### src/rtl/vend_pkg.sv
// Shared vending definitions: FSM states, coin denominations and datapath
// widths common to the payment validator and the change dispenser.
package vend_pkg;

    localparam int PAID_W  = 5;
    localparam int PRICE_W = 4;
    localparam int CNT_W   = 4;

    localparam logic [3:0] COIN_5 = 4'd5;
    localparam logic [3:0] COIN_2 = 4'd2;
    localparam logic [3:0] COIN_1 = 4'd1;

    typedef enum logic [1:0] {
        IDLE,
        DISPENSE,
        DONE,
        ERROR
    } state_t;

endpackage

### src/rtl/coin_select.sv
// Picks the largest denomination (5, 2, 1) not exceeding the remaining change.
// Ports: rem (remaining change) in, coin (denomination) out.
module coin_select
    import vend_pkg::*;
(
    input  logic [PAID_W-1:0] rem,
    output logic [3:0]        coin
);

    always_comb begin
        coin = COIN_1;
        if (rem >= PAID_W'(5))
            coin = COIN_5;
        else if (rem >= PAID_W'(2))
            coin = COIN_2;
    end

endmodule

### src/rtl/change_dispenser.sv
// Computes change = paid - price and hands it to the coin hopper one coin at a
// time over a valid/ack handshake, largest denomination first.
// Ports: clk, rst (async high); start/paid/price from the vending FSM;
//   coin_valid/coin_value/coin_ack to the hopper; busy/done/err/coin_count status.
module change_dispenser
    import vend_pkg::*;
(
    input  logic               clk,
    input  logic               rst,
    input  logic               start,
    input  logic [PAID_W-1:0]  paid,
    input  logic [PRICE_W-1:0] price,
    input  logic               coin_ack,
    output logic               coin_valid,
    output logic [3:0]         coin_value,
    output logic               busy,
    output logic               done,
    output logic               err,
    output logic [CNT_W-1:0]   coin_count
);

    state_t             state;
    state_t             next;
    logic [PAID_W-1:0]  rem;
    logic [PAID_W-1:0]  rem_d;
    logic [CNT_W-1:0]   cnt_d;
    logic [PAID_W:0]    diff;
    logic [3:0]         coin;

    // Extra top bit of diff is the borrow: set when paid < price.
    assign diff = {1'b0, paid} - (PAID_W+1)'(price);

    coin_select u_coin_select (
        .rem  (rem),
        .coin (coin)
    );

    always_ff @(posedge clk or posedge rst) begin
        if (rst) begin
            state      <= IDLE;
            rem        <= '0;
            coin_count <= '0;
        end else begin
            state      <= next;
            rem        <= rem_d;
            coin_count <= cnt_d;
        end
    end

    always_comb begin
        next       = state;
        rem_d      = rem;
        cnt_d      = coin_count;
        coin_valid = 1'b0;
        done       = 1'b0;
        err        = 1'b0;
        unique case (state)
            IDLE: begin
                if (start) begin
                    cnt_d = '0;
                    if (diff[PAID_W])
                        next = ERROR;
                    else if (diff == '0)
                        next = DONE;
                    else begin
                        rem_d = diff[PAID_W-1:0];
                        next  = DISPENSE;
                    end
                end
            end
            DISPENSE: begin
                coin_valid = 1'b1;
                if (coin_ack) begin
                    rem_d = rem - PAID_W'(coin);
                    cnt_d = coin_count + CNT_W'(1);
                    if (rem_d == '0)
                        next = DONE;
                end
            end
            DONE: begin
                done = 1'b1;
                next = IDLE;
            end
            ERROR: begin
                done = 1'b1;
                err  = 1'b1;
                next = IDLE;
            end
            default: next = IDLE;
        endcase
    end

    // Outputs derive from the state register, so an async reset
    // withdraws the presented coin immediately.
    assign busy       = (state != IDLE);
    assign coin_value = coin_valid ? coin : 4'd0;

endmodule
### config.mk
export PLATFORM = sky130hd
export DESIGN_NAME = change_dispenser
export DESIGN_NICKNAME = d
export VERILOG_FILES = /design/src/rtl/vend_pkg.sv /design/src/rtl/coin_select.sv /design/src/rtl/change_dispenser.sv
export SDC_FILE = /design/constraint.sdc
export NUM_CORES = 1
export LEC_CHECK = 0
export BUFFER_PORTS_ARGS = -buffer_cell sky130_fd_sc_hd__buf_2
export CORE_MARGIN = 2
export CORE_UTILIZATION = 50
export CTS_CLUSTER_SIZE = 24
export DETAILED_ROUTE_END_ITERATION = 10
export GPL_TIMING_DRIVEN = 0
export PLACE_DENSITY = 0.75
export SLEW_MARGIN = 0
export SYNTH_ARGS = -nofsm -noshare
export SYNTH_HDL_FRONTEND = slang
export SYNTH_SLANG_ARGS = --single-unit
export TNS_END_PERCENT = 1
### constraint.sdc
create_clock -name clk -period 4 [get_ports clk]
set_clock_uncertainty 0.15 [all_clocks]
set_input_delay 0.4 -clock clk [delete_from_list [all_inputs] [get_ports clk]]
set_output_delay 0.4 -clock clk [all_outputs]
set_load 0.005 [all_outputs]
==> run_results.csv, run 1 <==
group,metric,value,unit
critical_path,critical_path_class,"reg -> reg",
floorplan,io_pins,25,
final_layout,drive_gt1_share,28.77,%
grt,globalRouteTotalUtil,20.88,%
min_path,hp-start,"start",
cts,clock_sinks,11,
drt,post_drt_wl_per_cell,12.78,um
floorplan,dieArea,2469,um2
final_layout,stdcell_area,1229,um2
floorplan,core_area,1962,um2
grt,first_global_vias,895,
synthesis,yosysMostFrequentCell,"nor2_1",
drt,vias_per_cell,5.260,
sta,setup_ws,0.9340,ns
synthesis,synth-adder-area-share,13.43,%
sta,worst_pin_slew,0.6068,ns
synthesis,ys_seq_area_share,26.38,%
sta,setup_viol,0,
cts,root_buffer,"clkbuf_4",
cts,numCtsBuffers,3,
cts,clock_path_buffers,2,
synthesis,synth.area.mux_share,6.235,%
cts,cts_tree,"yes",
critical_path,crit_path_start_kind,"flip-flop",
place,dpl.hpwl,1.765,mm
floorplan,rows,16,
grt,antenna_found_initial,0,
synthesis,netlist_area,1044,um2
synthesis,synth_compound_area_share,21.70,%
synthesis,synth_edf_count,0,
drt,antenna_left,0,
place,dpl_cell_area,1192,um2
sta,final.setup.tns,0,ns
critical_path,critPathLaunch,"rem[1]",
sta,relSlewSlack,59.12,%
critical_path,crit_path_end,"state[1]",
sta,fmax,0.3262,GHz
floorplan,die_h,49.69,um
critical_path,r2r_end,"state[1]",
critical_path,cp_data_required_time,4.02,ns
final_layout,layout.area.seq,275.3,um2
synthesis,synth_simple_gate_area_share,20.02,%
final_layout,antenna_cells,0,
critical_path,cp_max_fo,5,
cts,cts_htree_levels,1,
sta,fin_crit,3.066,ns
cts,clkTransAtPathRegs,0.07,ns
critical_path,crit_top_cell,"nor3_1",
power_and_ir_drop,max-vdd-ir-drop,0.0003102,V
cts,cts-resized-gates,0,
sta,rsz0062_at_grt,"false",
synthesis,synth_common_cells,"nor2_1, dfrtp_1, inv_1, nand2_1",
critical_path,critPathArrivalTime,3.08,ns
synthesis,syn_avg_cell_area,8.843,um2
critical_path,r2r-start,"rem[1]",
synthesis,synth_ff_type,"dfrtp_1",
drt,vias,910,
drt,drtIter0Drc,23,
final_layout,fin_nets,170,
critical_path,reg2reg_slack,0.93,ns
place,place_ws,1.013,ns
synthesis,yosys_warnings,0,
sta,hold_violations,0,
floorplan,die_w,49.69,um
grt,grt_max_degree,12,
synthesis,syn_nets,141,
sta,period_share,76.65,%
critical_path,cp.depth,9,
place,port_buffers,23,
drt,routed_wl,2.211,mm
synthesis,ys_types,39,
critical_path,crit_slowest_cell,"dfrtp_1",
synthesis,synth_top_area_share,26.38,%
run,maxCapViolations,0,
grt,grt_pass1_wl,3.988,mm
place,gp_congestion,0.8643,
min_path,hold_class,"in -> reg",
synthesis,synth.area.top_cells,"dfrtp_1, ha_1, nor2_1",
synthesis,yosysTopAreaCell,"dfrtp_1",
synthesis,synth_cells,118,
final_layout,area_growth,17.75,%
final_layout,fill_cells,191,
drt,drc,0,
critical_path,max_stage_delay,0.45,ns
drt,firstDrtPassIters,4,
power_and_ir_drop,powerDensity,670.4,nW/um2
critical_path,crit_buf_inv,1,
synthesis,async_reset_ff_share,100.0,%
critical_path,endpoint_kind,"flip-flop",
grt,overflow,0,
power_and_ir_drop,power_leakage,0.5993,nW
final_layout,multi_input_area,696.9,um2
synthesis,yosys.area_share.xor_xnor,5.036,%
critical_path,crit_chain,"o21a_1 > nor3_1 > o21ai_0 > ha_1 > inv_1 > fa_1 > nor3_1 > nand3_1 > a221oi_1",
floorplan,start_util,53.19,%
critical_path,r2r_cells,9,
sta,report.final.slew_viol_count,0,
synthesis,synth_top_family_by_area,"compound AO/OA/AOI/OAI gates",
critical_path,critPathTopFamily,"compound AO/OA/AOI/OAI gates",
synthesis,synth_seq_cells,11,
run_status,status,"finished, final reports clean",
cts,clock_latency,0.27,ns
==> registers in the layout, summed over array words and instances, names as in the netlist <==
signal	cells
rem	5
coin_count	4
state	2
==> cells in the final DEF, fill, tap and decap left out, types with 2 or more instances in the layout <==
cell type,n
clkbuf_4,3
mux2i_1,2
ha_1,8
xnor2_1,2
a211oi_1,2
nand2_1,9
nand4_1,2
o21ai_0,5
o21a_1,2
and2_1,2
dfrtp_1,11
nor2_1,13
fa_1,2
a21oi_1,8
nor3_1,4
nand3_1,2
inv_1,10
mux2_4,3
inv_2,4
clkbuf_1,4
buf_2,23
nand2b_1,2
xor2_1,4
==> how the worst min path moves through the flow <==
stage,end,slack (ns),cells after the start
after CTS,coin_count[3],0.23,2
after detailed placement,rem[1],0.27,2
after global routing,coin_count[3],0.26,2
after global placement,rem[2],0.26,2
final,coin_count[3],0.24,2
after floorplan,coin_count[0],0.10,1
==> cell type report <==
class / count / share of cell area [%]
multi-input combinational: 89 / 56.72
tap: 27 / 2.749
clock buffer: 4 / 2.138
buffer: 4 / 1.527
sequential: 11 / 22.40
timing repair buffer: 24 / 10.18
inverter: 14 / 4.277
==> cells by family after synthesis <==
kind of cell               after synthesis
other                                    1
and+or+nand+nor                         39
adders and majority gates               10
muxes                                    5
DFF                                     11
AOI/OAI and AO/OA                       28
xor gates and xnor gates                 6
buffers and inverters                   18
==> per-stage QoR <==
step / total power [mW] / std cells / util (%) / hold slack [ns]
final: 0.8237 / 173 / 62.63 / 0.2394
after global routing: 0.9093 / 173 / 62.63 / 0.2579
after CTS: 0.8253 / 173 / 62.63 / 0.2347
after detailed placement: 0.7428 / 168 / 60.78 / 0.2675
after global placement: 0.7212 / 168 / 60.78 / 0.2623
after floorplan: 0.6085 / 118 / - / 0.1024
==> report_power, final <==
group          total [mW]  internal, mW  switching, mW  leakage [nW]
logic               0.530         0.248          0.282         0.449
registers           0.215         0.160         0.0552         0.136
clock network      0.0781        0.0387         0.0395        0.0150
total               0.824         0.447          0.377         0.599
==> metal layers <==
metal / vias up / wire length, um / share of wire (%) / global-route usage [%]
met4: 0 / 41 / 1.9 / 8.333
met1: 416 / 1030 / 47 / 27.53
li1: 464 / - / - / -
met2: 25 / 1076 / 49 / 35.56
met5: - / 0 / 0 / 0
met3: 5 / 63 / 2.8 / 1.212
==> timing repair <==
item / 4_1_cts / 5_1_grt
endpoints found under the hold margin: 11 / 0
setup buffers: 0 / 0
hold buffers: 1 / 0
setup endpoints to repair: 0 / 0
Note: power is estimated with default switching activity, not from simulation.
==> inputs of run 2 (changes only) <==
- CORE_UTILIZATION: 50 -> 47
- PLACE_DENSITY: 0.75 -> 0.74
- clock period: 4 -> 2.8 ns (I/O delays scaled with it)
==> run 2 against run 1 <==
Register-to-register slack got worse by 0.74 ns. Total power increased by 48%. Die area is 5.9% higher. Largest power group unchanged. Clock power is 45% higher.
==> run_results.csv, run 2 (same netlist as run 1, synthesis figures left out) <==
group,metric,value,unit
sta,fmax,0.3842,GHz
power_and_ir_drop,powerDensity,970.5,nW/um2
sta,hold_violations,0,
sta,holdWs,0.08830,ns
drt,drc,0,
floorplan,start_util,48.57,%
grt,grt_max_degree,12,
drt,drtIter0Drc,18,
critical_path,critPathArrivalTime,2.64,ns
cts,clock_path_buffers,2,
power_and_ir_drop,max-vdd-ir-drop,0.0004337,V
final_layout,final_cell_mix,"buf_2, nor2_1, inv_1, dfrtp_1, nand2_1",
floorplan,die_h,51.12,um
floorplan,rows,17,
floorplan,dieArea,2613,um2
min_path,hold_class,"in -> reg",
floorplan,io_pins,25,
final_layout,reg_top3,"rem (5), coin_count (4), state (2)",
drt,vias,888,
run,maxCapViolations,0,
cts,root_buffer,"clkbuf_4",
grt,overflow,0,
floorplan,die_w,51.12,um
cts,clkTransAtPathRegs,0.07,ns
critical_path,crit_path_start_kind,"flip-flop",
drt,wl_met3,69,um
final_layout,stdcell_area,1252,um2
critical_path,crit_chain,"o21a_1 > nor3_4 > o21ai_2 > ha_1 > inv_1 > fa_1 > nor3_1 > nand3_1 > a221oi_1",
final_layout,final_util,58.30,%
drt,firstDrtPassIters,4,
drt,post_drt_wl_per_cell,12.01,um
final_layout,fin_nets,170,
cts,clock_latency,0.28,ns
critical_path,max_stage_delay,0.45,ns
final_layout,final_common_cell,"buf_2",
final_layout,antenna_cells,0,
critical_path,crit_slowest_cell,"dfrtp_2",
sta,setup_viol,0,
drt,dr.max_layer_used,"met4",
critical_path,critical_path_class,"reg -> reg",
critical_path,cp_max_fo,5,
place,gp_congestion,0.8007,
power_and_ir_drop,p_total,1.216,mW
final_layout,area_growth,20.02,%
cts,postCtsSetupRepairBufs,0,
final_layout,drive_gt1_share,32.19,%
drt,antenna_left,0,
cts,cts_htree_levels,1,
grt,grt_pass1_wl,3.401,mm
place,dpl.hpwl,1.663,mm
final_layout,largest_reg_flops,5,
critical_path,endpoint_kind,"flip-flop",
sta,fin_crit,2.603,ns
sta,rsz0062_at_grt,"false",
drt,vias_per_cell,5.103,
drt,met2_length,1.032,mm
place,dpl_cell_area,1194,um2
grt,first_global_vias,787,
drt,routed_wl,2.089,mm
final_layout,largest-register,"rem",
run_status,status,"finished, final reports clean",
grt,antenna_found_initial,0,
critical_path,cp_data_required_time,2.83,ns
sta,period_share,92.96,%
sta,final.setup.tns,0,ns
power_and_ir_drop,power_leakage,0.6068,nW
sta,report.final.slew_viol_count,0,
cts,numCtsBuffers,3,
floorplan,core_area,2148,um2
cts,clock_sinks,11,
place,port_buffers,23,
drt,routedLengthMet1,965,um
cts,cts_tree,"yes",
grt,globalRouteTotalUtil,17.67,%
## run 2: through the flow
stage | std cells | setup slack [ns]
floorplan | 118 | 0.1880
global placement | 169 | -0.07022
detailed placement | 169 | -0.09662
CTS | 174 | 0.1413
global route | 174 | 0.009930
finish | 174 | 0.1970
## run 2: final timing paths
check / slack [ns] / startpoint / to / cells past startpoint
setup / recovery: 0.20 / rem[1] / state[1] / 9
hold / removal: 0.09 / start / coin_count[3] / 2
setup reg to reg: 0.20 / rem[1] / state[1] / 9
hold reg to reg: 0.38 / coin_count[1] / coin_count[1] / 2
max in group asynchronous: 1.80 / rst / rem[1] / 3
min in group asynchronous: 0.38 / rst / rem[0] / 3
## run 2: worst max-delay path: cells and delay by family (launching register included)
kind	cells	cell delay (ns)
flops	1	0.45
fa+ha+maj	2	0.64
simple gates	3	0.54
buf+inv	1	0.09
compound gates	3	0.63
## run 2: final cells by class
type                       instances  area (um2)
fill                             203       895.9
inverter                          14       52.55
timing repair buffer              24       125.1
clock buffer                       3       22.52
sequential                        11       276.5
buffer                             4       18.77
multi-input combinational         89       716.9
tap                               28       35.03
clock inverter                     1       5.005
## run 2: metal layers
metal / global-route usage [%] / up-vias
met5: 0 / -
met4: 8.108 / 0
met3: 2.632 / 3
met2: 28.35 / 18
met1: 23.30 / 405
li1: - / 462
## run 2: report_power, final
group / internal, mW / switching [mW]
Clock: 0.0531 / 0.0599
Combinational: 0.365 / 0.418
Sequential: 0.230 / 0.0899
## run 2: what timing repair did
| item | 4_1_cts | 5_1_grt |
|---|---|---|
| endpoints found under the setup margin | 2 | 1 |
| hold endpoints to repair | 11 | 0 |
| hold buffers | 1 | 0 |
| resized for setup | 4 | 2 |
